`config.mk`:
```
export PLATFORM = sky130hd
export DESIGN_NAME = spi_master
export DESIGN_NICKNAME = d
export VERILOG_FILES = /design/src/rtl/spi_master.sv
export SDC_FILE = /design/constraint.sdc
export NUM_CORES = 1
export LEC_CHECK = 0
export ABC_AREA = 1
export BUFFER_PORTS_ARGS = -buffer_cell sky130_fd_sc_hd__buf_2
export CAP_MARGIN = 5
export CORE_UTILIZATION = 50
export CTS_CLUSTER_SIZE = 28
export DETAILED_ROUTE_END_ITERATION = 16
export PLACE_DENSITY = 0.71
export RECOVER_POWER = 25
export SLEW_MARGIN = 20
export SYNTH_ARGS = -nofsm -noshare
export SYNTH_HDL_FRONTEND = slang
export SYNTH_SLANG_ARGS = --single-unit
```
`constraint.sdc`:
```
create_clock -name clk -period 2.3 [get_ports clk]
set_input_delay 0.345 -clock clk [delete_from_list [all_inputs] [get_ports clk]]
set_output_delay 0.345 -clock clk [all_outputs]
set_load 0.01 [all_outputs]
```
`src/rtl/spi_master.sv`:
```
// SPI mode-0 initiator (CPOL=0, CPHA=0), MSB first, with one-hot active-low chip-selects.
// keep_cs holds the selected slave across words; a different held target gets one idle phase first.
module spi_master #(
   parameter int DATA_W  = 8,
   parameter int CLK_DIV = 4,
   parameter int NUM_CS  = 3,
   localparam int SEL_W  = (NUM_CS > 1) ? $clog2(NUM_CS) : 1
) (
   input  logic              clk,
   input  logic              rst_n,
   input  logic              start,
   output logic              ready,
   input  logic [DATA_W-1:0] tx_data,
   input  logic [SEL_W-1:0]  cs_sel,
   input  logic              keep_cs,
   input  logic              cs_release,
   output logic [DATA_W-1:0] rx_data,
   output logic              rx_valid,
   output logic              sclk,
   output logic              mosi,
   input  logic              miso,
   output logic [NUM_CS-1:0] cs_n
);

   localparam int DIV_W = (CLK_DIV > 1) ? $clog2(CLK_DIV) : 1;
   localparam int BIT_W = (DATA_W > 1) ? $clog2(DATA_W) : 1;

   typedef enum logic [2:0] {
      IDLE,
      GAP,
      SETUP,
      HIGH,
      LOW,
      HOLD
   } state_t;

   state_t              state;
   logic [DIV_W-1:0]    div_cnt;
   logic [BIT_W-1:0]    bit_cnt;
   logic [DATA_W-1:0]   tx_shift;
   logic [DATA_W-1:0]   rx_shift;
   logic [SEL_W-1:0]    cur_sel;
   logic                cur_keep;
   logic                held;
   logic                phase_end;

   // An out-of-range index decodes to all-high, so the transfer runs with no slave selected.
   function automatic logic [NUM_CS-1:0] cs_decode(input logic [SEL_W-1:0] sel);
      logic [NUM_CS-1:0] m;
      m = '1;
      for (int i = 0; i < NUM_CS; i++) begin
         if (int'(sel) == i) m[i] = 1'b0;
      end
      return m;
   endfunction

   assign phase_end = (div_cnt == DIV_W'(CLK_DIV - 1));

   always_ff @(posedge clk or negedge rst_n) begin
      if (!rst_n) begin
         state    <= IDLE;
         div_cnt  <= '0;
         bit_cnt  <= '0;
         tx_shift <= '0;
         rx_shift <= '0;
         cur_sel  <= '0;
         cur_keep <= 1'b0;
         held     <= 1'b0;
         ready    <= 1'b1;
         sclk     <= 1'b0;
         mosi     <= 1'b0;
         cs_n     <= '1;
         rx_valid <= 1'b0;
         rx_data  <= '0;
      end else begin
         rx_valid <= 1'b0;
         div_cnt  <= phase_end ? '0 : div_cnt + DIV_W'(1);

         case (state)
            IDLE: begin
               div_cnt <= '0;
               if (cs_release) begin
                  cs_n <= '1;
                  held <= 1'b0;
               end else if (start) begin
                  tx_shift <= tx_data;
                  cur_sel  <= cs_sel;
                  cur_keep <= keep_cs;
                  bit_cnt  <= '0;
                  held     <= 1'b0;
                  ready    <= 1'b0;
                  // Switching away from a held slave: drop it now, select the new one a phase later.
                  if (held && (cs_sel != cur_sel)) begin
                     cs_n  <= '1;
                     state <= GAP;
                  end else begin
                     cs_n  <= cs_decode(cs_sel);
                     mosi  <= tx_data[DATA_W-1];
                     state <= SETUP;
                  end
               end
            end

            GAP: begin
               if (phase_end) begin
                  cs_n  <= cs_decode(cur_sel);
                  mosi  <= tx_shift[DATA_W-1];
                  state <= SETUP;
               end
            end

            SETUP, LOW: begin
               if (phase_end) begin
                  sclk     <= 1'b1;
                  rx_shift <= {rx_shift[DATA_W-2:0], miso};
                  state    <= HIGH;
               end
            end

            HIGH: begin
               if (phase_end) begin
                  sclk <= 1'b0;
                  if (bit_cnt != BIT_W'(DATA_W - 1)) begin
                     mosi     <= tx_shift[DATA_W-2];
                     tx_shift <= tx_shift << 1;
                     bit_cnt  <= bit_cnt + BIT_W'(1);
                     state    <= LOW;
                  end else begin
                     state <= HOLD;
                  end
               end
            end

            HOLD: begin
               if (phase_end) begin
                  rx_data  <= rx_shift;
                  rx_valid <= 1'b1;
                  ready    <= 1'b1;
                  held     <= cur_keep;
                  if (!cur_keep) cs_n <= '1;
                  state    <= IDLE;
               end
            end

            default: begin
               state <= IDLE;
               ready <= 1'b1;
               sclk  <= 1'b0;
               cs_n  <= '1;
            end
         endcase
      end
   end

endmodule
```
# Yosys cells after proc, flatten, opt, wreduce, memory -nomap -nowiden
# Cells that the tools add are included.
# word_totals
ff_bits,43
latch_bits,0
ram_bits,0
rom_bits,0
output_inout_bits,15
memories,0
# classes
addsub,2
n_mul,0
n_div,0
magnitude_cmp,0
n_eq_ne,22
shifts,0
n_mux,52
n_bitwise,4
reduce_logical,21
# ops
cell,count
$mux W3,16
$mux W8,4
$mux W1,21
$ne A2 B2 Y1 const B,9
$pmux W8 S2,1
$pmux W3 S5,1
$pmux W3 S4,1
$eq A2 B2 Y1 const B,5
$reduce_and A5 Y1,2
$pmux W1 S3,3
$reduce_and A3 Y1,3
$reduce_and A7 Y1,1
$eq A3 B2 Y1 const B,2
$eq A3 B3 Y1 const B,2
$mux W2,3
$ne A3 B3 Y1 const B,2
$pmux W3 S2,1
$reduce_and A6 Y1,1
$reduce_or A3 Y1,2
$logic_not A2 Y1,2
$not A1 Y1,4
$reduce_and A2 Y1,2
$reduce_and A4 Y1,1
$reduce_bool A2 Y1,2
10 further kinds,10

# Logic depth before layout (Yosys ltp)
# logic_depth
word_depth,6
mapped_depth,10

# Worst setup path before layout
# Ideal clock, no wire load.
# synth_path
kind,register to register
from,register bit_cnt[0]
to,register tx_shift[7]
t_arrival_ns,1.249
slack_ns,0.934
path_stages_with_launch,8
path_buffers,1
path_cell_list,dfrtp_1 ha_1 ha_1 o21ai_2 nand2_4 buf_12 nand2_1 nand2_1
# synth_between
elab_chain_cells,3
# synth_lines
element,line_no,rtl
start: declaration,39,logic [BIT_W-1:0] bit_cnt;
start signal: assignment,126,bit_cnt <= bit_cnt + BIT_W'(1);
$ne A3 B3 Y1,123,if (bit_cnt != BIT_W'(DATA_W - 1)) begin
$ne A2 B2 Y1 (no source line),-,
$reduce_and A5 Y1 (no source line),-,
end signal: assignment,86,tx_shift <= tx_data;
end signal: assignment,125,tx_shift <= tx_shift << 1;
end: declaration,40,logic [DATA_W-1:0] tx_shift;
# Every way passes these cells.
# A chain may end at the register's enable or synchronous reset.

# Worst setup path in the final report
# layout_path
from,register state[2]
to,register bit_cnt[0]
# layout_between
elab_chain_cells,3
# layout_lines
element,line_no,rtl
start: declaration,37,state_t state;
start signal: assignment,61,state <= IDLE;
start signal: assignment,95,state <= GAP;
start signal: assignment,99,state <= SETUP;
$eq A3 B2 Y1 / $logic_not A3 Y1 (equally long branches),79,case (state)
$ne A2 B2 Y1 (no source line) / $reduce_bool A2 Y1 (equally long branches),-,
$reduce_and A5 Y1 (no source line),-,
# Several ways; a longest one is shown, not always the timed one.

==> metrics.txt <==
outcome finished, final reports clean; CTS tree done; CP endpoint kind flop; CP Class reg -> reg; sequential power share 0.415; max-slew violation count 0; vias post-DR about 1700; Total GRT Usage 0.195; CP Launch Type flop; CTS Buffer Depth 2; Internal approximately 1.7 mW; Worst Path Required approximately 2.5 ns; post-synth design cell area around 2200 um^2; placed cell area 2340 um^2; syn_area_per_cell approximately 8 um^2; final worst path period share 0.708; stages on the worst setup path 5; TritonCTS buffer count 5; Starting Density 0.531; Synth top area share 0.450; setup bufs post-CTS 0; layout overhead on the synthesized area 11.7%; Multi-input gate area about 930 um^2; Hold-fix buffers, CTS 0; Critical Path AT around 1.9 ns; H-tree Lvls 2; Seq/Total Area, Yosys 0.499; final setup fails 0; hpwl dp 2.94 mm; post-route setup TNS 0 ns; Post-Syn Instances approximately 270; Chip Height ~68 um; cells along the critical path inv_2 -> nand3_1 -> buf_4 -> or2_2 -> o21ai_2; RSZ-0062 raised after global routing no; delay-heaviest family, CP flip-flops; Avg WL per Cell between 10 and 15 um; Synthesized Nets 284; R2R cell count 5; clock root cell clkbuf_8; Slew @ Worst Pin 1.00 ns; DR pass1 iterations 4; layout cells sized above 1 0.237; total clock sinks between 40 and 50; routability cong. a little under 0.9; post-cts resize count 0; Sw Ratio 0.434; Logic pwr share 0.426; clock latency on the worst-skew pair 0.30 ns; # port buffers 30; Total Power 2.97 mW; Final min period between 1.5 and 2 ns; number of global-route vias before repair roughly 1500; Worst-path clk slew about 0.080 ns; Hold Path Class in -> reg; fillers roughly 380; VDD IR-drop max approximately 0.00056 V; vias per cell just under 5; power per cell area roughly 1200 nW/um^2; commonest non-fill, non-tap cells in the layout nand2_1, dfrtp_1, buf_2, inv_1, o21ai_0; I/O Pins 31; largest cells by area after synthesis dfrtp_1, nand2_1, dfstp_2; cell taking the most area after synthesis dfrtp_1; final setup margin around 0.67 ns; grt ovf 0; # rows 23; final instance area between 2000 and 2500 um^2; Iteration-0 DRC Markers between 60 and 70; Antenna Violating Nets Remaining 0; Storage cell area 1080 um^2; maxcap violations 0; die area ~4600 um^2; dpl ws between 0.6 and 0.7 ns; Fmax achieved 614 MHz; Net Sw Power 1.29 mW; Final Hold Viols 0; core area between 4000 and 5000 um^2; first-pass GRT wire length roughly 6.6 mm; Slew HR 0.334; Post-route DRC 0; Hold Crit Depth 3; Clock Skew a little over 0.004 ns; clock share of power 0.159; largest fanout on the critical path 11; leak pwr approximately 1.3 nW; WL final 4.02 mm; slowest CP cell dfrtp_1; Final nets approximately 320; most common cell after layout, fill and taps aside nand2_1; Seq cells post-synth 43; CP max stage delay roughly 0.56 ns; Distinct cells, synth 27; final design utilization 0.593; die span in x 67.9 um; ANT cells 0; antenna violations before repair 0; Bufs and invs on worst path 2; synth warn 0; largest net degree at the start of global routing 44
-- synthesized netlist by cell type --
cell type and instances:
a22oi_1 1, nand2_1 108, buf_12 1, buf_6 1, nor2_4 1, buf_4 2, dfrtp_1 39, nor3_1 2
o21ai_0 18, buf_2 2, nor3_4 1, dfstp_2 4, nand2_4 3, nand4_1 1, inv_2 5, nand3_1 16
or2_2 1, nor2_8 1, o21ai_2 10, o21ai_1 3, nand2_2 4, inv_1 21, nand4_2 1, nor2_1 10
ha_1 3, nor2_2 1, a21oi_1 5
-- worst paths after layout --
path                       slack, ns  startpoint          to
hold / removal                  0.25     keep_cs    cur_keep
setup / recovery                0.67    state[2]  bit_cnt[0]
setup reg to reg                0.67    state[2]  bit_cnt[0]
min in group asynchronous       0.28       rst_n  cur_sel[0]
hold reg to reg                 0.46  div_cnt[0]  div_cnt[0]
max in group asynchronous       1.40       rst_n    cur_keep
-- metrics by stage --
step / hold WS (ns) / cells
CTS: 0.120 / 349
finish: 0.250 / 349
floorplan: 0.0494 / 265
detailed placement: 0.445 / 341
global placement: 0.429 / 341
global route: 0.267 / 349
-- cells by family (layout without fill, tap and decap cells) --
family          Yosys count  in the layout  synth area share
fa+ha+maj                 3              3            0.0173
buf+inv                  32             66            0.0710
compound gates           37             37             0.104
simple gates            150            150             0.309
flops                    43             43             0.499
-- metal layers --
metal	global-route usage	wire [um]	up-vias
met4	0.0885	97	0
met2	0.308	1750	44
met3	0.0500	174	8
met5	0	0	-
met1	0.251	2000	778
li1	-	-	902
-- registers in the layout, indices dropped and copies added, names as in the netlist --
signal    flops
rx_data       8
rx_shift      8
tx_shift      8
bit_cnt       3
cs_n          3
state         3
cur_sel       2
div_cnt       2
cur_keep      1
held          1
mosi          1
ready         1
rx_valid      1
sclk          1
-- power groups by stage --
stage	combinational, mW	clock (mW)	sequential, mW
2_1_floorplan	1.06	0	1.20
3_3_place_gp	1.24	0	1.24
3_5_place_dp	1.27	0	1.25
4_1_cts	1.28	0.484	1.23
5_1_grt	1.47	0.503	1.27
6_report	1.27	0.474	1.23
-- worst reg2reg max path, stage by stage (launching register included) --
cell	delay (ns)
dfrtp_1	0.56
inv_2	0.19
nand3_1	0.16
buf_4	0.24
or2_2	0.29
o21ai_2	0.13
-- layout make-up --
type	instances	share of cell area
clock buffer	6	0.0300
timing repair buffer	32	0.0671
inverter	26	0.0403
clock inverter	2	0.00517
tap	50	0.0258
sequential	43	0.446
multi-input combinational	190	0.385
No activity file was read; power rests on OpenSTA's default activity.
